<file path="src/rtl/vga_text_writer.sv">
// Purpose  : writer side of the VGA text buffer; turns an ASCII stream into char RAM writes,
//            tracks the cursor, handles CR/LF, line wrap and row clearing (rows wrap circularly).
// Latency  : one cycle from an accepting edge to the registered RAM write (wren/wraddress/data).
// Backpres.: ch_ready=1 only in IDLE; low for the whole power-up clear and each COLS-cycle row clear.
// Ports    : CLOCK_50/RST_N (sync active-low), ch_valid/ch_data/ch_ready char input,
//            wren/wraddress/data char RAM write port, cur_x/cur_y cursor, busy while clearing.
// Option   : define VGA_TEXT_WRITER_BACKSPACE_EN to make 0x08 erase the char left of the cursor.
module vga_text_writer #(
    parameter int COLS = 70,
    parameter int ROWS = 30,
    parameter int AW   = 12
) (
    input  logic          CLOCK_50,
    input  logic          RST_N,
    input  logic          ch_valid,
    input  logic [7:0]    ch_data,
    output logic          ch_ready,
    output logic          wren,
    output logic [AW-1:0] wraddress,
    output logic [7:0]    data,
    output logic [6:0]    cur_x,
    output logic [4:0]    cur_y,
    output logic          busy
);

    localparam logic [1:0] S_IDLE     = 2'd0;
    localparam logic [1:0] S_CLR_ALL  = 2'd1;
    localparam logic [1:0] S_CLR_LINE = 2'd2;

    localparam int TOTAL = COLS * ROWS;

    logic [1:0]    state_q, state_d;
    logic [6:0]    cur_x_q, cur_x_d;
    logic [4:0]    cur_y_q, cur_y_d;
    logic [AW-1:0] clr_addr_q, clr_addr_d;
    logic [6:0]    clr_cnt_q, clr_cnt_d;
    logic          wren_q, wren_d;
    logic [AW-1:0] wraddress_q, wraddress_d;
    logic [7:0]    data_q, data_d;

    logic [AW-1:0] wr_pos;
    logic [4:0]    next_row;
    logic          do_nl;

    assign wr_pos   = AW'(cur_y_q) * AW'(COLS) + AW'(cur_x_q);
    assign next_row = (cur_y_q == 5'(ROWS - 1)) ? 5'd0 : cur_y_q + 5'd1;

    always_comb begin
        state_d     = state_q;
        cur_x_d     = cur_x_q;
        cur_y_d     = cur_y_q;
        clr_addr_d  = clr_addr_q;
        clr_cnt_d   = clr_cnt_q;
        wren_d      = 1'b0;
        wraddress_d = wraddress_q;
        data_d      = data_q;
        do_nl       = 1'b0;

        case (state_q)
            S_CLR_ALL: begin
                wren_d      = 1'b1;
                wraddress_d = clr_addr_q;
                data_d      = 8'h00;
                if (clr_addr_q == AW'(TOTAL - 1)) begin
                    state_d = S_IDLE;
                end else begin
                    clr_addr_d = clr_addr_q + AW'(1);
                end
            end

            S_CLR_LINE: begin
                wren_d      = 1'b1;
                wraddress_d = clr_addr_q;
                data_d      = 8'h00;
                clr_addr_d  = clr_addr_q + AW'(1);
                clr_cnt_d   = clr_cnt_q + 7'd1;
                if (clr_cnt_q == 7'(COLS - 1)) begin
                    state_d = S_IDLE;
                end
            end

            S_IDLE: begin
                if (ch_valid) begin
                    if (ch_data >= 8'h20 && ch_data <= 8'h7E) begin
                        wren_d      = 1'b1;
                        wraddress_d = wr_pos;
                        data_d      = ch_data;
                        if (cur_x_q < 7'(COLS - 1)) begin
                            cur_x_d = cur_x_q + 7'd1;
                        end else begin
                            do_nl = 1'b1;
                        end
                    end else if (ch_data == 8'h0A) begin
                        do_nl = 1'b1;
                    end else if (ch_data == 8'h0D) begin
                        cur_x_d = 7'd0;
                    end
`ifdef VGA_TEXT_WRITER_BACKSPACE_EN
                    // Erase in place at the new cursor; never backs up into the previous row.
                    else if (ch_data == 8'h08 && cur_x_q != 7'd0) begin
                        cur_x_d     = cur_x_q - 7'd1;
                        wren_d      = 1'b1;
                        wraddress_d = wr_pos - AW'(1);
                        data_d      = 8'h00;
                    end
`endif
                end
            end

            default: state_d = S_CLR_ALL;
        endcase

        // Newline: the row being entered is cleared before any char can land in it.
        if (do_nl) begin
            cur_x_d    = 7'd0;
            cur_y_d    = next_row;
            state_d    = S_CLR_LINE;
            clr_addr_d = AW'(next_row) * AW'(COLS);
            clr_cnt_d  = 7'd0;
        end
    end

    always_ff @(posedge CLOCK_50) begin
        if (!RST_N) begin
            state_q     <= S_CLR_ALL;
            cur_x_q     <= 7'd0;
            cur_y_q     <= 5'd0;
            clr_addr_q  <= '0;
            clr_cnt_q   <= 7'd0;
            wren_q      <= 1'b0;
            wraddress_q <= '0;
            data_q      <= 8'h00;
        end else begin
            state_q     <= state_d;
            cur_x_q     <= cur_x_d;
            cur_y_q     <= cur_y_d;
            clr_addr_q  <= clr_addr_d;
            clr_cnt_q   <= clr_cnt_d;
            wren_q      <= wren_d;
            wraddress_q <= wraddress_d;
            data_q      <= data_d;
        end
    end

    assign ch_ready  = (state_q == S_IDLE);
    assign busy      = (state_q == S_CLR_ALL) || (state_q == S_CLR_LINE);
    assign wren      = wren_q;
    assign wraddress = wraddress_q;
    assign data      = data_q;
    assign cur_x     = cur_x_q;
    assign cur_y     = cur_y_q;

endmodule

</file>
<file path="config.mk">
export PLATFORM = sky130hd
export DESIGN_NAME = vga_text_writer
export DESIGN_NICKNAME = d
export VERILOG_FILES = /design/src/rtl/vga_text_writer.sv
export SDC_FILE = /design/constraint.sdc
export NUM_CORES = 1
export LEC_CHECK = 0
export CORE_MARGIN = 1.5
export CORE_UTILIZATION = 40
export CTS_CLUSTER_SIZE = 14
export DETAILED_ROUTE_END_ITERATION = 8
export GPL_TIMING_DRIVEN = 1
export SLEW_MARGIN = 30
export SYNTH_ARGS = -nofsm -noshare
export SYNTH_HDL_FRONTEND = slang
export SYNTH_SLANG_ARGS = --single-unit
</file>
<file path="constraint.sdc">
create_clock -name CLOCK_50 -period 4.25 [get_ports CLOCK_50]
set_input_delay 0.85 -clock CLOCK_50 [delete_from_list [all_inputs] [get_ports CLOCK_50]]
set_output_delay 0.85 -clock CLOCK_50 [all_outputs]
set_load 0.05 [all_outputs]
</file>
### After elaboration in Yosys (flattened, before gate mapping)

Cells that the tools add are included.

| storage, ports and cells | value |
|---|---|
| register bits after elaboration | 54 |
| bits of input ports | 11 |

| operators by class | value |
|---|---|
| $add $sub $neg | 5 |
| multipliers | 2 |
| order comparisons | 3 |
| equal/unequal tests | 16 |
| muxes and demuxes | 26 |
| bitwise gates (word level) | 1 |
| reduce and logical (&&, ||, !) cells | 14 |

Operator list:

| cell | count |
|---|---|
| $mux W12 | 4 |
| $pmux W12 S2 | 2 |
| $mux W7 | 4 |
| $mul A5 B6 Y11 const B | 2 |
| $eq A8 B4 Y1 const B | 2 |
| $mux W8 | 2 |
| $pmux W8 S2 | 1 |
| $add A7 B1 Y7 const B | 2 |
| $add A12 B1 Y12 const B | 1 |
| $add A12 B7 Y12 | 1 |
| $eq A12 B12 Y1 const B | 1 |
| $ne A3 B3 Y1 const B | 3 |
| $ge A8 B6 Y1 const B | 1 |
| $le A8 B7 Y1 const B | 1 |
| $eq A7 B7 Y1 const B | 1 |
| $lt A7 B7 Y1 const B | 1 |
| $mux W1 | 7 |
| $mux W2 | 3 |
| $ne A2 B1 Y1 const B | 3 |
| $ne A2 B2 Y1 const B | 3 |
| $pmux W2 S3 | 1 |
| $reduce_and A3 Y1 | 2 |
| $reduce_bool A2 Y1 | 3 |
| $add A5 B1 Y5 const B | 1 |
| 13 further kinds | 15 |

### Depth between registers and ports, before layout

| depth | value |
|---|---|
| depth in word-level cells | 7 |
| gate-level depth with buffers | 18 |
| depth with buffers taken out | 18 |

### Worst setup path after synthesis

OpenSTA, ideal clock, no wires.

| timing path | value |
|---|---|
| path kind | flip-flop to flip-flop |
| start | register cur_y_q[3], in the netlist cur_y[3] |
| end | register wraddress_q[10], in the netlist wraddress[10] |
| arrival time | 3.756 ns |
| required time | 4.125 ns |
| setup slack | 0.369 ns |
| stages on the path, launching flop included | 16 |
| path buffers | 1 |
| cell sequence | dfxtp_1 -> clkbuf_1 -> inv_1 -> ha_1 -> inv_1 -> ha_1 -> inv_1 -> fa_1 -> inv_1 -> ha_1 -> nor2b_1 -> o32a_1 -> a2bb2o_2 -> or4_1 -> a221oi_1 -> nor3_1 |

| on the way | value |
|---|---|
| cells in the longest elaborated chain, start to end | 5 |

RTL lines:

| item | line | source |
|---|---|---|
| start, declared | 34 | `logic [4:0] cur_y_q, cur_y_d;` |
| start signal, assigned | 136 | `cur_y_q <= cur_y_d;` |
| $mul A5 B6 Y11 | 45 | `assign wr_pos = AW'(cur_y_q) * AW'(COLS) + AW'(cur_x_q);` |
| $add A12 B7 Y12 | 45 |  |
| $mux W12 | 84 | `if (ch_data >= 8'h20 && ch_data <= 8'h7E) begin` |
| $mux W12 | 83 | `if (ch_valid) begin` |
| $pmux W12 S2 | 59 | `case (state_q)` |
| end signal, assigned | 140 | `wraddress_q <= wraddress_d;` |
| end, declared | 38 | `logic [AW-1:0] wraddress_q, wraddress_d;` |

Every way passes these cells. The select of a mux whose other input is x is not followed.
A chain may end at the register's enable or synchronous reset.

### Final worst setup path

Ends and elaborated chain as after synthesis.

==> results by group <==
Global routing
  – Met1 usage: 0.302
  – M2 GR Usage: 0.331
  – Pin count of the biggest net entering global routing: 29
  – GR peak layer: met2
  – Remaining Overflow, GRT: 0
  – First-pass GRT wire length: 16,700 um
  – GR Util met3: 0.0320
  – Vias in the first global route: ~3.3k
  – Total GRT Usage: 0.208
  – Initial antenna violation count: 0

Clock network
  – Clock Path Buffers: 2
  – H-tree Lvls: 2
  – Num CTS Buffers: 5
  – Setup bufs post-CTS: 0
  – CTS tree: done
  – Clock Tree Root: clkbuf_8
  – Hold-fix buffers at CTS: 0
  – Clock Sinks: 54
  – Resized Gates After CTS: 0
  – Worst-path clk slew: 0.11 ns
  – Worst skew pair latency: between 0.3 and 0.4 ns

Worst setup path
  – CP arrival: 3.98 ns
  – CP Data Required Time: 4.47 ns
  – Crit. End Element: register
  – Setup crit start kind: register
  – Crit-path max FO: 10
  – Critical path class: register to register

Cells and area
  – Synth-to-layout area growth: 18.1%
  – Antenna cell count: 0
  – Fin util: 0.484
  – Fillers: 942
  – Area of the multi-input gates: about 2500 um^2
  – # nets final: 558
  – Register area: 1080 um^2
  – Layout cells sized above 1: 0.0615
  – Final Cell Area: 4450 um^2

Placement
  – Dpl cell area: 4350 um^2
  – Pre-CTS setup slack: roughly 0.54 ns
  – Post-DP HPWL: 7560 um
  – Routability cong.: between 0.8 and 0.9
  – IO buf count: 45

Timing
  – Final Worst Setup Slack: 0.487 ns
  – Fmax: 0.266 GHz
  – Tightest Pin Transition: 0.559 ns
  – Hold_ws: about 0.48 ns
  – Clock skew: about 0.0064 ns
  – Pins Over Slew Limit: 0
  – Setup Viol. Count Final: 0
  – Final hold violation count: 0
  – Unrepaired setup endpoints after global routing: false
  – Sum Neg Setup Slack: 0 ns
  – Slew Limit Headroom: 0.627
  – Final Cycle Share: 0.885
  – Period minus WS final: 3.76 ns

Power and ir drop
  – Switching Share: 0.316
  – Gate power share: 0.191
  – Clock group share of total power: 0.306
  – Leak pwr: 0.00181 uW
  – Switching power: 339 uW
  – Pwr Density: 241 nW/um^2
  – VDD IR max: 0.154 mV
  – Reg power frac: 0.503
  – Internal power: 733 uW

Drt
  – Drt total wl: ~10,000 um
  – Residual DRC: 0
  – Initial DRC count: 216
  – WL per Instance: between 15 and 20 um
  – Routed Antenna Nets: 0
  – DRT Pass-1 Iters: 5
  – Vias per inst: 5.48
  – Vias: between 3k and 4k

Die
  – Die height: 100 um
  – Floorplan Core Area: 9200 um^2
  – Initial Util: 0.410
  – Die width: between 100 and 150 um
  – Site Rows: 35
  – Die area: ~10,000 um^2
  – Top Ports: 46

Synthesis
  – Mean post-synth cell area: 8.19 um^2
  – Yosys warns: 0
  – Mapped cell area: 3770 um^2
  – Post-Syn Nets: 515
  – Yosys cell types: 60
  – Ys flop type: dfxtp_1
  – Sequential share of the synthesized area: 0.287
  – #FFs+latches synth: between 50 and 60
  – Post-synth EDFFs: 0
  – Cells after Synth: 460
  – Synth async-reset ratio: 0

Run
  – Max-Cap Viols: 0

Outcome
  – Outcome: complete, no violations

Hold path
  – Hold/Removal Path Class: register to register
==> synth_stat cells, types with 3 or more instances <==
cell      count  share of area
xor2_1       13          0.030
dfxtp_1      54           0.29
xnor2_1      20          0.047
nor4b_1       3         0.0070
or3_1         4         0.0066
nor2_1       48          0.048
nand2_1      39          0.039
a211oi_1     13          0.026
and3_1        8          0.013
nand3_1       8          0.011
a31oi_1      13          0.022
fa_1          3          0.016
ha_1         41           0.14
nand4_1       7          0.012
or4_1         5          0.010
o21ai_0      21          0.028
and2_1        3         0.0050
inv_1        25          0.025
a21oi_1      30          0.040
nor2b_1      11          0.018
nor3_1       12          0.016
a21o_1        3         0.0060
clkbuf_1     16          0.016
o211ai_1      5          0.010
or2_2         4         0.0066
mux2i_1       8          0.021
==> cell families (layout without fill, tap and decap cells) <==
logic type | after synthesis | in the layout | share of synthesized area
multiplexers | 9 | 9 | 0.0243
AND/OR/NAND/NOR | 165 | 165 | 0.221
adder cells (fa/ha/maj) | 44 | 44 | 0.152
buffers and inverters | 45 | 89 | 0.0475
flip-flops | 54 | 54 | 0.287
AO/OA/AOI/OAI | 110 | 110 | 0.192
XOR/XNOR | 33 | 33 | 0.0767
==> per-layer routing <==
| layer | part of all wire | wire, um | up-vias |
|---|---|---|---|
| met5 | 0 | 0 | - |
| met4 | 0.011 | 110 | 0 |
| met3 | 0.033 | 334 | 9 |
| met2 | 0.45 | 4480 | 59 |
| met1 | 0.51 | 5120 | 1565 |
| li1 | - | - | 1735 |
==> through the flow <==
step | cells | power, uW
finish | 615 | 1070
global route | 615 | 1120
CTS | 615 | 1080
detailed placement | 607 | 755
global placement | 607 | 753
floorplan | 460 | 685
==> worst paths after layout <==
path / cells after the start / slack (ns) / from / end
min: 2 / 0.48 / wraddress[7] / wraddress[7]
min reg2reg: 2 / 0.48 / wraddress[7] / wraddress[7]
max: 14 / 0.49 / cur_y[3] / wraddress[10]
max reg2reg: 14 / 0.49 / cur_y[3] / wraddress[10]
==> critical path, stage by stage, from the launching register on <==
cell and delay [ns]:
dfxtp_1 0.57, inv_1 0.18, ha_1 0.32, inv_1 0.05
ha_1 0.13, inv_1 0.05, fa_1 0.35, inv_1 0.06
ha_1 0.25, nor2b_1 0.18, o32a_1 0.32, a2bb2o_2 0.29
or4_1 0.56, a221oi_1 0.27, nor3_1 0.08
==> layout by cell type (no fill, tap or decap), types with 20 or more instances in the layout <==
cell	n
inv_1	25
ha_1	41
o21ai_0	21
a21oi_1	30
xnor2_1	20
nor2_1	48
clkdlybuf4s50_1	45
nand2_1	39
dfxtp_1	54
==> cell type report <==
cell class / count / share of cell area
Clock buffer: 6 / 0.0186
Clock inverter: 2 / 0.00366
Inverter: 26 / 0.0219
Multi-Input combinational cell: 361 / 0.563
Sequential cell: 54 / 0.243
Tap cell: 111 / 0.0312
Timing Repair Buffer: 55 / 0.118
==> power by group through the flow <==
stage	clock network [uW]	registers, uW	logic [uW]
finish	328	540	204
floorplan	0	590	95.6
CTS	338	540	205
detailed placement	0	551	204
global route	358	543	222
global placement	0	551	202
==> registers in the layout, indices dropped and copies added (netlist names) <==
name and cells:
wraddress 12, data 8, cur_x 7, clr_cnt_q 7, clr_addr_q 12, cur_y 5
state_q 2, wren 1
Power figures use the tool's default switching activity.
